File: src/rtl/lc3b_types.sv
// Shared types and address-split constants for the LC-3b L1 cache.
package lc3b_types;

    localparam int CACHE_OFFSET_W = 4;
    localparam int CACHE_INDEX_W  = 5;
    localparam int CACHE_TAG_W    = 7;

    typedef enum logic [1:0] {
        IDLE,
        WRITEBACK,
        ALLOCATE
    } cache_state_t;

endpackage

File: src/rtl/lc3b_sat_counter.sv
// Saturating event counter with synchronous clear; clear beats increment.
module lc3b_sat_counter #(
    parameter int WIDTH = 16
) (
    input  logic             clk,
    input  logic             rst,
    input  logic             inc,
    input  logic             clr,
    output logic [WIDTH-1:0] count
);

    // Count up on inc, hold at all-ones, zero on clr.
    always_ff @(posedge clk or posedge rst) begin
        if (rst) begin
            count <= '0;
        end else if (clr) begin
            count <= '0;
        end else if (inc && (count != '1)) begin
            // NOTE: sequential state uses non-blocking assignment so every
            // register samples pre-edge values regardless of block order.
            count <= count + 1'b1;
        end
    end

endmodule

File: src/rtl/lc3b_cache_control.sv
// Control FSM for the direct-mapped write-back LC-3b L1 cache: hit/miss
// decision, array write enables, writeback/fill sequencing, statistics.
module lc3b_cache_control
    import lc3b_types::*;
#(
    parameter int TAG_W = CACHE_TAG_W,
    parameter int CNT_W = 16
) (
    input  logic             clk,
    input  logic             rst,
    input  logic             mem_read,
    input  logic             mem_write,
    input  logic [15:0]      mem_address,
    input  logic [TAG_W-1:0] tag_out,
    input  logic             valid_out,
    input  logic             dirty_out,
    input  logic             pmem_resp,
    input  logic             stat_clear,
    output logic             mem_resp,
    output logic             data_write,
    output logic             tag_write,
    output logic             valid_write,
    output logic             dirty_write,
    output logic             valid_in,
    output logic             dirty_in,
    output logic             data_sel,
    output logic             pmem_read,
    output logic             pmem_write,
    output logic             pmem_addr_sel,
    output logic [CNT_W-1:0] hit_count,
    output logic [CNT_W-1:0] miss_count,
    output logic [CNT_W-1:0] wb_count
);

    cache_state_t state, state_next;
    logic         refill;
    logic         req;
    logic         hit;
    logic         miss_go;
    logic         hit_inc;
    logic         miss_inc;
    logic         wb_inc;

    // Index and offset select array entries and bytes outside this block.
    logic unused_addr_bits;
    assign unused_addr_bits = ^mem_address[CACHE_INDEX_W+CACHE_OFFSET_W-1:0];

    assign req = mem_read | mem_write;
    assign hit = valid_out & (tag_out == mem_address[15 -: TAG_W]);

    // State register; reset returns to IDLE so pmem requests drop at once.
    always_ff @(posedge clk or posedge rst) begin
        if (rst) begin
            state <= IDLE;
        end else begin
            state <= state_next;
        end
    end

    // Refill flag: marks a request that already counted as a miss.
    always_ff @(posedge clk or posedge rst) begin
        if (rst) begin
            refill <= 1'b0;
        end else if (miss_go) begin
            refill <= 1'b1;
        end else if (mem_resp) begin
            refill <= 1'b0;
        end
    end

    // Next-state and output decode; everything is quiet while rst is high.
    always_comb begin
        // NOTE: every output gets a default before the case so no path
        // leaves a signal unassigned and no latch is inferred.
        state_next    = state;
        mem_resp      = 1'b0;
        data_write    = 1'b0;
        tag_write     = 1'b0;
        valid_write   = 1'b0;
        dirty_write   = 1'b0;
        valid_in      = 1'b0;
        dirty_in      = 1'b0;
        data_sel      = 1'b0;
        pmem_read     = 1'b0;
        pmem_write    = 1'b0;
        pmem_addr_sel = 1'b0;
        miss_go       = 1'b0;
        wb_inc        = 1'b0;

        if (!rst) begin
            case (state)
                IDLE: begin
                    if (req) begin
                        if (hit) begin
                            mem_resp = 1'b1;
                            if (mem_write) begin
                                data_write  = 1'b1;
                                data_sel    = 1'b0;
                                dirty_write = 1'b1;
                                dirty_in    = 1'b1;
                            end
                        end else begin
                            miss_go    = 1'b1;
                            state_next = (valid_out && dirty_out) ? WRITEBACK : ALLOCATE;
                        end
                    end
                end

                WRITEBACK: begin
                    pmem_write    = 1'b1;
                    pmem_addr_sel = 1'b1;
                    if (pmem_resp) begin
                        wb_inc     = 1'b1;
                        state_next = ALLOCATE;
                    end
                end

                ALLOCATE: begin
                    pmem_read     = 1'b1;
                    pmem_addr_sel = 1'b0;
                    if (pmem_resp) begin
                        data_write  = 1'b1;
                        data_sel    = 1'b1;
                        tag_write   = 1'b1;
                        valid_write = 1'b1;
                        valid_in    = 1'b1;
                        dirty_write = 1'b1;
                        dirty_in    = 1'b0;
                        state_next  = IDLE;
                    end
                end

                default: state_next = IDLE;
            endcase
        end
    end

    assign hit_inc  = mem_resp & ~refill;
    assign miss_inc = miss_go;

    lc3b_sat_counter #(.WIDTH(CNT_W)) u_hit_cnt (
        .clk   (clk),
        .rst   (rst),
        .inc   (hit_inc),
        .clr   (stat_clear),
        .count (hit_count)
    );

    lc3b_sat_counter #(.WIDTH(CNT_W)) u_miss_cnt (
        .clk   (clk),
        .rst   (rst),
        .inc   (miss_inc),
        .clr   (stat_clear),
        .count (miss_count)
    );

    lc3b_sat_counter #(.WIDTH(CNT_W)) u_wb_cnt (
        .clk   (clk),
        .rst   (rst),
        .inc   (wb_inc),
        .clr   (stat_clear),
        .count (wb_count)
    );

endmodule

File: config.mk
export PLATFORM = sky130hd
export DESIGN_NAME = lc3b_cache_control
export DESIGN_NICKNAME = d
export VERILOG_FILES = /design/src/rtl/lc3b_types.sv /design/src/rtl/lc3b_sat_counter.sv /design/src/rtl/lc3b_cache_control.sv
export SDC_FILE = /design/constraint.sdc
export NUM_CORES = 1
export LEC_CHECK = 0
export BUFFER_PORTS_ARGS = -buffer_cell sky130_fd_sc_hd__buf_2
export CORE_UTILIZATION = 50
export CTS_CLUSTER_DIAMETER = 100
export CTS_CLUSTER_SIZE = 30
export DETAILED_ROUTE_END_ITERATION = 7
export PLACE_DENSITY = 0.87
export SETUP_SLACK_MARGIN = 0.05
export SYNTH_ARGS = -nofsm -noshare
export SYNTH_HDL_FRONTEND = slang
export SYNTH_SLANG_ARGS = --single-unit
File: constraint.sdc
create_clock -name clk -period 5.7 [get_ports clk]
set_clock_uncertainty 0.05 [all_clocks]
set_input_delay 0.855 -clock clk [delete_from_list [all_inputs] [get_ports clk]]
set_output_delay 0.855 -clock clk [all_outputs]
set_load 0.1 [all_outputs]
==> metrics.md, run 1 <==
| Metric | Value |
|---|---|
| Register area | `1280 um^2` |
| RSZ-0062 raised after global routing | `no` |
| Critical Path Slowest Stage Cell | `nor2_1` |
| Least-Margin Pin Slew | `1060 ps` |
| Worst Path Arrival | `3010 ps` |
| Chip width | `80.8 um` |
| Setup tns final | `0 ps` |
| Power share of the clock group | `0.333` |
| Number of global-route vias before repair | `2739` |
| Synth top cells by count | `51 x dfrtp_1, 31 x a21oi_1, 28 x nor2_1, 22 x o31ai_1, 19 x nand3_1` |
| Dominant cell by count in the synthesized netlist | `dfrtp_1` |
| Area Overhead vs Synth | `16.0%` |
| Fin crit share | `0.687` |
| Synth top area cells | `dfrtp_1 41%, o31ai_1 5.3%, a21oi_1 5.0%, xnor2_1 4.5%, or4_1 4.3%` |
| Tmin final | `3920 ps` |
| Antenna violations before repair | `0` |
| Startpoint types | `input port` |
| DR WL/cell | `14.9 um` |
| Clk slew on worst S/H paths | `80 ps` |
| Total CTS buffers | `5` |
| Pre-antenna DRT Iters | `4` |
| Core area | `5960 um^2` |
| Biggest cell delay along the critical path | `820 ps` |
| DRT antenna net count | `0` |
| Clock tree sinks | `51` |
| Area of the mapped netlist | `3110 um^2` |
| Syn avg cell area | `9.14 um^2` |
| Post-synthesis sequential area ratio | `0.411` |
| Status | `completed` |
| Ys flop type | `dfrtp_1` |
| Flop pwr share | `0.440` |
| Cells after Synth | `340` |
| Peak supply drop | `0.154 mV` |
| PwrDens | `247 nW/um^2` |
| Die ar. | `6540 um^2` |
| Hold_buf cts | `0` |
| Total Power | `890 uW` |
| Max H-tree Level | `2` |
| Fmax | `255 MHz` |
| Area of the multi-input gates | `1680 um^2` |
| Combinational share of power | `0.227` |
| Largest net degree at the start of global routing | `52` |
| Nets | `441` |
| Max_slew headroom | `0.293` |
| Vias post-DR | `2943` |
| Largest area contributor in the netlist | `dfrtp_1` |
| Yosys top cell area share | `0.411` |
| 1st-iter DRT viols | `252` |
| Syn Nets | `374` |
| Distinct cells, synth | `44` |
| Cell repeated most along the worst path | `buf_2` |
| Met2 Wirelength | `3720 um` |
| Die Y | `80.8 um` |
| Fillers | `557` |
| DP HPWL | `5020 um` |
| Max Cap Viol | `0` |
| Worst min path class | `reg2reg` |
| Remaining DRCs | `0` |
| Post_cts resized | `0` |
| Clk buf depth | `2` |
| Post-Route WL | `7200 um` |
| M1 WL | `3100 um` |
| Crit end category | `output port` |
| Met3 routed WL | `339 um` |
| Worst skew pair latency | `310 ps` |
| Layout cells sized above 1 | `0.238` |
| Max FO, Critical Path | `20` |
| Worst path required time | `4800 ps` |
| Switching share of power | `0.338` |
| Final setup fails | `0` |
| Gpl congestion | `0.826` |
| Drt via density | `6.09` |
| Fin. Hold Viols | `0` |
| Initial core utilization | `0.522` |
| #FFs+latches synth | `51` |
| Synthesis Warnings | `0` |
| WS Path Type | `in2out` |
| N_diodes | `0` |
| Global route overflow | `0` |
| Number of flops mapped to enable cells by yosys | `0` |
| Post CTS Setup Buffer Count | `0` |
| Leakage power | `0.00157 uW` |
| Worst path cell trace | `buf_2, xnor2_1, nand4_1, nor2_1, nand3b_1, a21boi_0, buf_2` |
| # port buffers | `80` |
| Rows | `28` |
| GRT Resource Usage Total | `0.236` |
| TritonCTS clock tree | `yes` |
| IO Pins | `90` |
| Root buffer cell | `clkbuf_8` |
| First-pass GRT wire length | `12200 um` |
| Max-slew violations | `0` |
| Switching power | `300 uW` |
| Top layer in use | `met4` |
| Fraction of registers with async set/reset | `1.00` |
| Cell Int Power | `589 uW` |
metal layers:
layer,vias up,GRT usage
met5,-,0
li1,1424,-
met2,80,0.422
met1,1435,0.288
met3,4,0.0539
met4,0,0.0518
cell families (layout without fill, tap and decap cells):
family,Yosys count,count (layout),share of synthesized area
AOI/OAI and AO/OA,71,71,0.141
xor gates and xnor gates,20,20,0.0564
adders and majority gates,3,3,0.0121
buffers and inverters,27,95,0.0499
DFF,51,51,0.411
muxes,3,3,0.0105
and+or+nand+nor,165,165,0.319
worst paths after layout:
check	to	slack (ps)	start	depth (start not counted)
max in group asynchronous	u_miss_cnt.count[13]$_DFFE_PP0P_	4120	rst	2
max	data_write	1780	mem_address[10]	7
min	refill$_DFFE_PP0P_	480	refill$_DFFE_PP0P_	2
max reg2reg	u_miss_cnt.count[13]$_DFFE_PP0P_	3320	u_miss_cnt.count[0]$_DFFE_PP0P_	6
min in group asynchronous	u_miss_cnt.count[14]$_DFFE_PP0P_	830	rst	2
min reg2reg	refill$_DFFE_PP0P_	480	refill$_DFFE_PP0P_	2
worst max-delay path: cells and delay by family:
family	cells	cell delay [ps]
and+or+nand+nor	3	1110
buffers and inverters	2	560
xor gates and xnor gates	1	240
AOI/OAI and AO/OA	1	240
area by class of cell:
type / count / area share
tap: 75 / 0.0260
clock inverter: 2 / 0.0167
clock buffer: 6 / 0.0201
inverter: 7 / 0.00729
multi-input combinational: 262 / 0.465
sequential: 51 / 0.354
timing repair buffer: 80 / 0.111
placed cells by master (no fill, tap or decap), types with 2 or more instances in the layout:
cell       Yosys  routed
nand3_1       19      19
nand2_1       18      18
inv_1          7       6
and4_4         2       2
a21oi_1       31      31
nor4b_1        4       4
a41oi_1        3       3
nand4b_1       2       2
or4_1         18      18
nor3_1         9       9
dfrtp_1       51      51
o31ai_1       22      22
and4_1        13      13
nor3b_1        2       2
clkbuf_8       0       5
nand4_1       17      17
xor2_1         4       4
nor2_1        28      28
bufinv_16      0       2
and2_1         4       4
o21ai_0        9       9
or3_1          6       6
ha_1           3       3
and3_1         9       9
nor2b_1        4       4
xnor2_1       16      16
nor4_1         3       3
mux2_2         2       2
buf_2          1      80
power groups by stage:
stage	clock network, uW	registers [uW]	logic, uW
finish	296	392	202
CTS	302	392	204
floorplan	0	405	178
global placement	0	398	200
global route	315	394	216
detailed placement	0	399	203
stage by stage:
stage	hold slack (ps)	setup WS [ps]	area [um^2]	utilization	std cells
3_3_place_gp	459	1840	3470	0.583	475
3_5_place_dp	469	1770	3470	0.583	475
2_1_floorplan	437	91.4	3110	-	340
5_1_grt	549	1480	3610	0.605	483
6_report	483	1780	3610	0.605	483
4_1_cts	489	1750	3610	0.605	483
registers in the layout, summed over array words and instances, names as in the netlist:
register / flops
refill: 1
state: 2
u_hit_cnt.count: 16
u_miss_cnt.count: 16
u_wb_cnt.count: 16
No activity file was read; power rests on OpenSTA's default activity.
==> inputs of run 2 (changes only) <==
==> constraint.sdc (replaced) <==
create_clock -name clk -period 3.8 [get_ports clk]
set_clock_uncertainty 0.05 [all_clocks]
set_input_delay 0.57 -clock clk [delete_from_list [all_inputs] [get_ports clk]]
set_output_delay 0.57 -clock clk [all_outputs]
set_load 0.1 [all_outputs]
==> metrics.md, run 2 (synthesized netlist as in run 1, its figures left out) <==
| Metric | Value |
|---|---|
| DP HPWL | `4990 um` |
| Critical Path Slowest Stage Cell | `buf_2` |
| Crit path capture | `data_write` |
| Delay-heaviest family, CP | `buffers and inverters` |
| Die Y | `80.8 um` |
| Clk slew on worst S/H paths | `90 ps` |
| DRT antenna net count | `0` |
| Worst path cell trace | `buf_2, xnor2_1, nand4_1, nor2_1, buf_4, nand3b_1, a21boi_2, buf_2` |
| Most frequent cells in the layout | `80 x buf_2, 51 x dfrtp_1, 31 x a21oi_1, 28 x nor2_1, 22 x o31ai_1` |
| Flop pwr share | `0.479` |
| Chip width | `80.8 um` |
| Fillers | `512` |
| Worst path bufs/invs | `3` |
| Fin. Hold Viols | `0` |
| Fmax | `372 MHz` |
| Remaining DRCs | `0` |
| Worst path required time | `3180 ps` |
| Status | `completed` |
| Pre-antenna DRT Iters | `4` |
| Most common library cell in the layout ignoring fill and taps | `buf_2` |
| Worst min path class | `reg2reg` |
| # port buffers | `80` |
| Top Registers | `u_hit_cnt.count: 16 flops, u_miss_cnt.count: 16 flops, u_wb_cnt.count: 16 flops` |
| GRT Resource Usage Total | `0.233` |
| 1st-iter DRT viols | `165` |
| RSZ-0062 raised after global routing | `no` |
| Antenna violations before repair | `0` |
| Largest net degree at the start of global routing | `52` |
| Critical path launch point | `mem_address[9]` |
| TritonCTS clock tree | `yes` |
| Post-Route WL | `7190 um` |
| PwrDens | `342 nW/um^2` |
| Total CTS buffers | `5` |
| Final setup fails | `0` |
| Worst Path Arrival | `2070 ps` |
| Least-Margin Pin Slew | `1060 ps` |
| Clk buf depth | `2` |
| N_diodes | `0` |
| Clock tree sinks | `51` |
| Cell repeated most along the worst path | `buf_2` |
| Vias post-DR | `2933` |
| Global route overflow | `0` |
| Switching power | `455 uW` |
| Cell Int Power | `772 uW` |
| Nets | `442` |
| First-pass GRT wire length | `12100 um` |
| Number of global-route vias before repair | `2752` |
| Gpl congestion | `0.778` |
| Max Cap Viol | `0` |
| Max-slew violations | `0` |
| Number of cells on the critical path | `8` |
| Hold_buf cts | `0` |
| Biggest cell delay along the critical path | `440 ps` |
| Drt via density | `6.06` |
| DR WL/cell | `14.9 um` |
| Initial core utilization | `0.522` |
| Total Power | `1230 uW` |
| Rows | `28` |
| Core area | `5960 um^2` |
| Peak supply drop | `0.310 mV` |
| Max H-tree Level | `2` |
| Area Overhead vs Synth | `15.5%` |
| R2r endpoint | `u_miss_cnt.count[9]$_DFFE_PP0P_` |
| Power share of the clock group | `0.271` |
| Tmin final | `2690 ps` |
| Die ar. | `6540 um^2` |
| Max_slew headroom | `0.292` |
| Root buffer cell | `clkbuf_8` |
| Post_cts resized | `0` |
| Crit end category | `output port` |
| Switching share of power | `0.371` |
| Worst R2R Path Depth | `6` |
| Max FO, Critical Path | `20` |
| Setup tns final | `0 ps` |
| Post CTS Setup Buffer Count | `0` |
| IO Pins | `90` |
| Worst skew pair latency | `310 ps` |
| WS Path Type | `in2out` |
| Startpoint types | `input port` |
| Leakage power | `0.00156 uW` |
| Combinational share of power | `0.250` |
| Final Util | `0.603` |
| Reg2reg setup slack | `1350 ps` |
| Worst r2r src | `u_miss_cnt.count[0]$_DFFE_PP0P_` |
| Layout cells sized above 1 | `0.247` |
| Fin crit share | `0.708` |
## run 2: tightest hold or removal path: cells and delay by family (launching register included)
family | cells | cell delay, ps
simple gates | 2 | 140
flops | 1 | 370
## run 2: how the worst min path moves through the flow
stage / from / endpoint / cells past startpoint
floorplan: refill$_DFFE_PP0P_ / refill$_DFFE_PP0P_ / 2
global placement: refill$_DFFE_PP0P_ / refill$_DFFE_PP0P_ / 2
detailed placement: refill$_DFFE_PP0P_ / refill$_DFFE_PP0P_ / 2
CTS: refill$_DFFE_PP0P_ / refill$_DFFE_PP0P_ / 2
global route: refill$_DFFE_PP0P_ / refill$_DFFE_PP0P_ / 2
finish: refill$_DFFE_PP0P_ / refill$_DFFE_PP0P_ / 2
## run 2: area by class of cell
type,count,area (um^2),share of cell area
clock inverter,2,16.3,0.00453
sequential,51,1280,0.356
multi-input combinational,262,1690,0.470
clock buffer,6,82.6,0.0230
tap,75,93.8,0.0262
inverter,7,26.3,0.00732
timing repair buffer,81,408,0.114
## run 2: metrics by stage
stage                     std cells  worst slack [ps]  hold slack (ps)  instance area, um^2
after floorplan                 340               244              437                 3120
after global placement          476              1150              460                 3490
after detailed placement        476              1110              478                 3490
after CTS                       484              1110              499                 3590
after global routing            484              1010              532                 3590
final                           484              1110              496                 3590
## run 2: metal layers
metal | share of wire | track usage
met5 | 0 | 0
met4 | 0.0065 | 0.0839
met3 | 0.042 | 0.0438
met2 | 0.50 | 0.405
met1 | 0.45 | 0.287
## run 2: power groups by stage
stage	Combinational, uW	Sequential [uW]	Clock [uW]
finish	306	588	332
global route	327	592	364
CTS	309	588	343
detailed placement	308	599	0
global placement	302	598	0
floorplan	270	607	0
